$ cat config.mk
export PLATFORM = sky130hd
export DESIGN_NAME = updown_bcd_display
export DESIGN_NICKNAME = d
export VERILOG_FILES = /design/src/rtl/updown_bcd_display.sv
export SDC_FILE = /design/constraint.sdc
export NUM_CORES = 1
export LEC_CHECK = 0
export ABC_AREA = 1
export CAP_MARGIN = 10
export CELL_PAD_IN_SITES_DETAIL_PLACEMENT = 0
export CELL_PAD_IN_SITES_GLOBAL_PLACEMENT = 2
export CORE_MARGIN = 1.5
export CORE_UTILIZATION = 38
export DETAILED_ROUTE_END_ITERATION = 10
export MAX_ROUTING_LAYER = met4
export PLACE_DENSITY_LB_ADDON = 0.2
export SLEW_MARGIN = 5
export SYNTH_ARGS = -nofsm -noshare
export SYNTH_HDL_FRONTEND = slang
export SYNTH_SLANG_ARGS = --single-unit
$ cat constraint.sdc
create_clock -name clk -period 3.1 [get_ports clk]
set_clock_uncertainty 0.15 [all_clocks]
set_input_delay 0.93 -clock clk [delete_from_list [all_inputs] [get_ports clk]]
set_output_delay 0.93 -clock clk [all_outputs]
set_load 0.01 [all_outputs]
$ cat src/rtl/updown_bcd_display.sv
// Multi-digit up/down BCD counter driven by two raw push-buttons.
// Each button is synchronised, debounced and turned into step pulses, with
// optional hold-to-repeat. The count drives a time-multiplexed 7-segment
// display with optional leading-zero blanking.
module updown_bcd_display #(
   parameter int DIGITS        = 4,
   parameter int MAX_VALUE     = 9999,
   parameter int WRAP          = 1,
   parameter int DEB_CYCLES    = 250000,
   parameter int REPEAT_EN     = 1,
   parameter int REPEAT_DELAY  = 25000000,
   parameter int REPEAT_PERIOD = 5000000,
   parameter int SCAN_CYCLES   = 50000,
   parameter int LZ_BLANK      = 1
) (
   input  logic                  clk,
   input  logic                  rst,
   input  logic                  up,
   input  logic                  down,
   output logic [4*DIGITS-1:0]   count,
   output logic                  at_max,
   output logic                  at_min,
   output logic [6:0]            seg,
   output logic [DIGITS-1:0]     an
);

   localparam int CW   = 4 * DIGITS;
   localparam int DCW  = $clog2(DEB_CYCLES + 2) + 1;
   localparam int RMAX = (REPEAT_DELAY > REPEAT_PERIOD) ? REPEAT_DELAY : REPEAT_PERIOD;
   localparam int RTW  = $clog2(RMAX + 1) + 1;
   localparam int SCW  = $clog2(SCAN_CYCLES + 1) + 1;
   localparam int IW   = (DIGITS > 1) ? $clog2(DIGITS) : 1;

   // Elaboration-time conversion of the limit into packed BCD.
   function automatic logic [CW-1:0] to_bcd(input int value);
      logic [CW-1:0] r;
      int            v;
      r = '0;
      v = value;
      for (int i = 0; i < DIGITS; i++) begin
         r[4*i +: 4] = 4'(v % 10);
         v           = v / 10;
      end
      return r;
   endfunction

   localparam logic [CW-1:0] MAX_BCD = to_bcd(MAX_VALUE);

   // Ripple BCD increment: a digit at 9 rolls to 0 and carries onward.
   function automatic logic [CW-1:0] bcd_inc(input logic [CW-1:0] v);
      logic [CW-1:0] r;
      logic          carry;
      r     = v;
      carry = 1'b1;
      for (int i = 0; i < DIGITS; i++) begin
         if (carry) begin
            if (r[4*i +: 4] == 4'd9) begin
               r[4*i +: 4] = 4'd0;
            end else begin
               r[4*i +: 4] = r[4*i +: 4] + 4'd1;
               carry       = 1'b0;
            end
         end
      end
      return r;
   endfunction

   // Ripple BCD decrement: a digit at 0 rolls to 9 and borrows onward.
   function automatic logic [CW-1:0] bcd_dec(input logic [CW-1:0] v);
      logic [CW-1:0] r;
      logic          borrow;
      r      = v;
      borrow = 1'b1;
      for (int i = 0; i < DIGITS; i++) begin
         if (borrow) begin
            if (r[4*i +: 4] == 4'd0) begin
               r[4*i +: 4] = 4'd9;
            end else begin
               r[4*i +: 4] = r[4*i +: 4] - 4'd1;
               borrow      = 1'b0;
            end
         end
      end
      return r;
   endfunction

   // Segment patterns, bit 6 = a down to bit 0 = g.
   function automatic logic [6:0] seg_decode(input logic [3:0] d);
      logic [6:0] s;
      case (d)
         4'd0:    s = 7'b1111110;
         4'd1:    s = 7'b0110000;
         4'd2:    s = 7'b1101101;
         4'd3:    s = 7'b1111001;
         4'd4:    s = 7'b0110011;
         4'd5:    s = 7'b1011011;
         4'd6:    s = 7'b1011111;
         4'd7:    s = 7'b1110000;
         4'd8:    s = 7'b1111111;
         4'd9:    s = 7'b1111011;
         default: s = 7'b0000000;
      endcase
      return s;
   endfunction

   // Button index 0 = up, 1 = down.
   logic [1:0]     raw;
   logic [1:0]     sync1_q, sync2_q;
   logic [1:0]     lvl_q, lvlp_q;
   logic [1:0]     lock_q, held_q, first_q;
   logic [DCW-1:0] dcnt_q [2];
   logic [DCW-1:0] lcnt_q [2];
   logic [RTW-1:0] rtm_q  [2];
   logic [1:0]     fire, rep, step;

   logic [CW-1:0]  count_q, count_d;
   logic           at_max_q, at_max_d;
   logic           at_min_q, at_min_d;

   logic [SCW-1:0]    scnt_q;
   logic [IW-1:0]     idx_q;
   logic [6:0]        seg_q, seg_d;
   logic [DIGITS-1:0] an_q, an_d;
   logic [DIGITS-1:0] lz;
   logic [3:0]        sel_digit;
   logic              sel_blank;
   logic              hz;

   assign raw = {down, up};

   // Step pulses: first step on a debounced rising edge, then hold repeats.
   always_comb begin
      fire = '0;
      rep  = '0;
      for (int b = 0; b < 2; b++) begin
         fire[b] = lvl_q[b] & ~lvlp_q[b] & ~lock_q[b];
         rep[b]  = (REPEAT_EN != 0) && held_q[b] && lvl_q[b] &&
                   (rtm_q[b] == (first_q[b] ? RTW'(REPEAT_DELAY) : RTW'(REPEAT_PERIOD)));
      end
      step = fire | rep;
   end

   // Synchroniser, debouncer, post-reset lockout and repeat timer per button.
   // The lockout keeps a button held through reset from stepping until it has
   // been seen released (debounced low plus the synchroniser flush).
   always_ff @(posedge clk) begin
      if (rst) begin
         sync1_q <= '0;
         sync2_q <= '0;
         lvl_q   <= '0;
         lvlp_q  <= '0;
         lock_q  <= '1;
         held_q  <= '0;
         first_q <= '0;
         for (int b = 0; b < 2; b++) begin
            dcnt_q[b] <= '0;
            lcnt_q[b] <= '0;
            rtm_q[b]  <= '0;
         end
      end else begin
         sync1_q <= raw;
         sync2_q <= sync1_q;
         lvlp_q  <= lvl_q;
         for (int b = 0; b < 2; b++) begin
            if (sync2_q[b] != lvl_q[b]) begin
               if (dcnt_q[b] == DCW'(DEB_CYCLES - 1)) begin
                  lvl_q[b]  <= sync2_q[b];
                  dcnt_q[b] <= '0;
               end else begin
                  dcnt_q[b] <= dcnt_q[b] + DCW'(1);
               end
            end else begin
               dcnt_q[b] <= '0;
            end

            if (lock_q[b] && !sync2_q[b] && !lvl_q[b]) begin
               if (lcnt_q[b] == DCW'(DEB_CYCLES + 1)) begin
                  lock_q[b] <= 1'b0;
                  lcnt_q[b] <= '0;
               end else begin
                  lcnt_q[b] <= lcnt_q[b] + DCW'(1);
               end
            end else begin
               lcnt_q[b] <= '0;
            end

            if (fire[b]) begin
               held_q[b]  <= 1'b1;
               first_q[b] <= 1'b1;
               rtm_q[b]   <= RTW'(1);
            end else if (!lvl_q[b]) begin
               held_q[b]  <= 1'b0;
            end else if (rep[b]) begin
               first_q[b] <= 1'b0;
               rtm_q[b]   <= RTW'(1);
            end else if (held_q[b]) begin
               rtm_q[b]   <= rtm_q[b] + RTW'(1);
            end
         end
      end
   end

   // Next count: opposing steps cancel; limits wrap or saturate.
   always_comb begin
      count_d = count_q;
      if (step[0] && !step[1]) begin
         if (count_q == MAX_BCD) begin
            count_d = (WRAP != 0) ? '0 : count_q;
         end else begin
            count_d = bcd_inc(count_q);
         end
      end else if (step[1] && !step[0]) begin
         if (count_q == '0) begin
            count_d = (WRAP != 0) ? MAX_BCD : count_q;
         end else begin
            count_d = bcd_dec(count_q);
         end
      end
      at_max_d = (count_d == MAX_BCD);
      at_min_d = (count_d == '0);
   end

   // Count register with its limit flags.
   always_ff @(posedge clk) begin
      if (rst) begin
         count_q  <= '0;
         at_max_q <= (MAX_VALUE == 0);
         at_min_q <= 1'b1;
      end else begin
         count_q  <= count_d;
         at_max_q <= at_max_d;
         at_min_q <= at_min_d;
      end
   end

   // Scan timer: each digit index is held for SCAN_CYCLES cycles.
   always_ff @(posedge clk) begin
      if (rst) begin
         scnt_q <= '0;
         idx_q  <= '0;
      end else if (scnt_q == SCW'(SCAN_CYCLES - 1)) begin
         scnt_q <= '0;
         idx_q  <= (idx_q == IW'(DIGITS - 1)) ? '0 : idx_q + IW'(1);
      end else begin
         scnt_q <= scnt_q + SCW'(1);
      end
   end

   // Digit select, leading-zero detection and segment decode.
   always_comb begin
      lz        = '0;
      hz        = 1'b1;
      sel_digit = 4'd0;
      sel_blank = 1'b0;
      an_d      = '0;
      for (int i = DIGITS - 1; i >= 0; i--) begin
         hz    = hz & (count_q[4*i +: 4] == 4'd0);
         lz[i] = hz;
      end
      for (int i = 0; i < DIGITS; i++) begin
         if (idx_q == IW'(i)) begin
            an_d[i]   = 1'b1;
            sel_digit = count_q[4*i +: 4];
            sel_blank = (LZ_BLANK != 0) && (i != 0) && lz[i];
         end
      end
      seg_d = sel_blank ? 7'b0000000 : seg_decode(sel_digit);
   end

   // Registered display outputs.
   always_ff @(posedge clk) begin
      if (rst) begin
         seg_q <= '0;
         an_q  <= '0;
      end else begin
         seg_q <= seg_d;
         an_q  <= an_d;
      end
   end

   assign count  = count_q;
   assign at_max = at_max_q;
   assign at_min = at_min_q;
   assign seg    = seg_q;
   assign an     = an_q;

endmodule
==> out/metrics.csv <==
metric,value,unit
rsz0062_at_grt,no,
synth_top_area_share,35.3,%
root_buffer,clkbuf_16,
muxShareOfSynthArea,0,%
place.port_buffers,32,
drtAntennaViolNets,0,
core_area,28000,um2
cts_hold_buf,0,
finalMaxSlewViolations,0,
hold_path_class,reg -> reg,
max_stage_delay,0.70,ns
synth_top_family_by_area,simple AND/OR/NAND/NOR gates,
drive_above_1_share,8.31,%
overflow,0,
ys_seq_area_share,46.7,%
fin_area,12600,um2
fin_crit,2.75,ns
dp.cells,1839,
layout.nets,1508,
crit_buf_inv,1,
synthArstFlopShare,0,%
detail_route.wl_per_cell,12.6,um
cts_buffer_depth,2,
grt_max_degree,27,
dp_hpwl,17700,um
vias,8726,
drt_iter0_markers,446,
grt_pass1_vias,8274,
syn2layout_area_growth,15.4,%
rows,61,
cts_tree,done,
critical_path.top_delay_family,buffers and inverters,
antenna_found_initial,0,
run_status,finished clean,
final_cells,1871,
max_freq,364,MHz
synth_xor_area_share,2.81,%
gp_congestion,0.791,
pin_count,33,
vdd_drop_max,334,uV
required,2.02,ns
diodes,0,
drcViolationCount,0,
synth-compound-area-share,9.05,%
post_dp_cell_area,12000,um2
cts_sinks,190,
synthAdderAreaFrac,2.76,%
setup_tns,0,ns
synthTopCellsByArea,"edfxtp_1 (35%), dfxtp_1 (11%), nand2_1 (8.4%), nor2_1 (6.8%), inv_1 (6.5%)",
num-fill-cells,2835,
r2r_slack,0.52,ns
ys_ff_latch,190,
crit_path_cell_trace,clkdlybuf4s50_1,
synthFlopType,edfxtp_1,
synth_edf_count,128,
fp.dieW,172,um
worstMarginPinSlew,0.630,ns
crit_fanout,9,
min_period_over_period,88.6,%
dieArea,29700,um2
power_per_cell_area,414,nW/um2
critPathSlowestCell,clkdlybuf4s50_1,
viasPerCell,4.66,
yosysUniqueCellTypes,57,
end_kind,primary output,
critPathKind,reg -> out,
synth-simple-area-share,30.7,%
drv_cap,0,
leakagePower,5.14,nW
synth.largest_area_cell,edfxtp_1,
cts_made_buffers,17,
hold_viol_final,0,
start_kind,register,
cts_max_level,4,
arrival,1.67,ns
max_slew_margin,57.9,%
worst_hold_slack,0.258,ns
clk_latency,0.44,ns
ys_warn_count,0,
final-setup-viol-count,0,
syn_avg_cell_area,8.04,um2
synthCells,1355,
track_usage,17.5,%
cts_resized,0,
path_clk_slew,0.07,ns
grt_first_pass_wirelength,40100,um
cts_post_setup_buffers_inserted,0,
wirelength,23700,um
drtPass1Iterations,5,
start_util,38.9,%
die_h,172,um
syn_area,10900,um2
## Yosys cell counts, drive strengths merged, types with 9 or more instances
cell    number
a21oi       81
a31oi        9
clkbuf      11
dfxtp       62
edfxtp     128
ha          24
inv        203
nand2      256
nand3       89
nand4       26
nor2       210
nor3        73
nor3b       21
nor4        13
o21a        11
o21ai       46
or2         10
xnor2        9
xor2        26
## sequential cells by signal (all words and copies together) (netlist names)
register / count
lcnt_q: 38
sync2_q: 2
at_min: 1
idx_q: 2
held_q: 2
seg: 7
at_max: 1
first_q: 2
count: 16
dcnt_q: 38
sync1_q: 2
lock_q: 2
lvl_q: 2
an: 4
scnt_q: 17
rtm_q: 52
lvlp_q: 2
## power breakdown
| group | total [mW] | switching, mW | internal [mW] |
|---|---|---|---|
| Clock | 2.11 | 1.00 | 1.10 |
| Sequential | 2.87 | 0.0746 | 2.79 |
| Combinational | 0.235 | 0.153 | 0.0825 |
## final timing paths
kind         cells past startpoint                   from                     to
min                              2  sync1_q[0]$_SDFF_PP0_  sync2_q[0]$_SDFF_PP0_
min reg2reg                      2  sync1_q[0]$_SDFF_PP0_  sync2_q[0]$_SDFF_PP0_
max                              1    count[4]$_SDFF_PP0_               count[4]
max reg2reg                     16    count[1]$_SDFF_PP0_      at_min$_SDFF_PP1_
## cell families after synthesis
logic type,after synthesis
xor+xnor,35
flops,190
fa+ha+maj,24
buf+inv,223
compound gates,174
simple gates,708
other cells,1
## metrics by stage
stage	total power [mW]	setup WS, ns	util, %
2_1_floorplan	3.07	0.475	-
3_3_place_gp	3.16	0.369	42.9
3_5_place_dp	3.16	0.352	42.9
4_1_cts	5.30	0.316	44.9
5_1_grt	5.42	0.193	44.9
6_report	5.21	0.352	44.9
## layer usage
| layer | wire length (um) | share of wire, % | track usage [%] | up-vias |
|---|---|---|---|---|
| met5 | 0 | 0 | - | - |
| met4 | 305 | 1.3 | 4.61 | 0 |
| met3 | 636 | 2.7 | 3.36 | 24 |
| met1 | 12300 | 52 | 23.5 | 3931 |
| met2 | 10500 | 44 | 27.0 | 81 |
| li1 | - | - | - | 4690 |
## cell usage in the layout, fill, tap and decap left out, types with 11 or more instances in the layout
cell type / instances
a21oi_1: 80
buf_4: 15
clkbuf_16: 18
clkdlybuf4s50_1: 32
conb_1: 76
dfxtp_1: 62
edfxtp_1: 128
ha_1: 24
inv_1: 190
inv_2: 14
nand2_1: 243
nand3_1: 78
nand3_2: 11
nand4_1: 26
nor2_1: 198
nor3_1: 63
nor3b_1: 19
o21a_1: 11
o21ai_0: 42
xor2_1: 26
## area by class of cell
class                   count  area, um2  share of cell area (%)
clock buffers              20        468                    3.72
well taps                 378        473                    3.76
multi-input cells        1017       5220                    41.5
clock inverters            12       85.1                   0.676
repair buffers             49        473                    3.76
inverters                 205        773                    6.15
flip-flops and latches    190       5080                    40.4
Note: power is estimated with default switching activity, not from simulation.
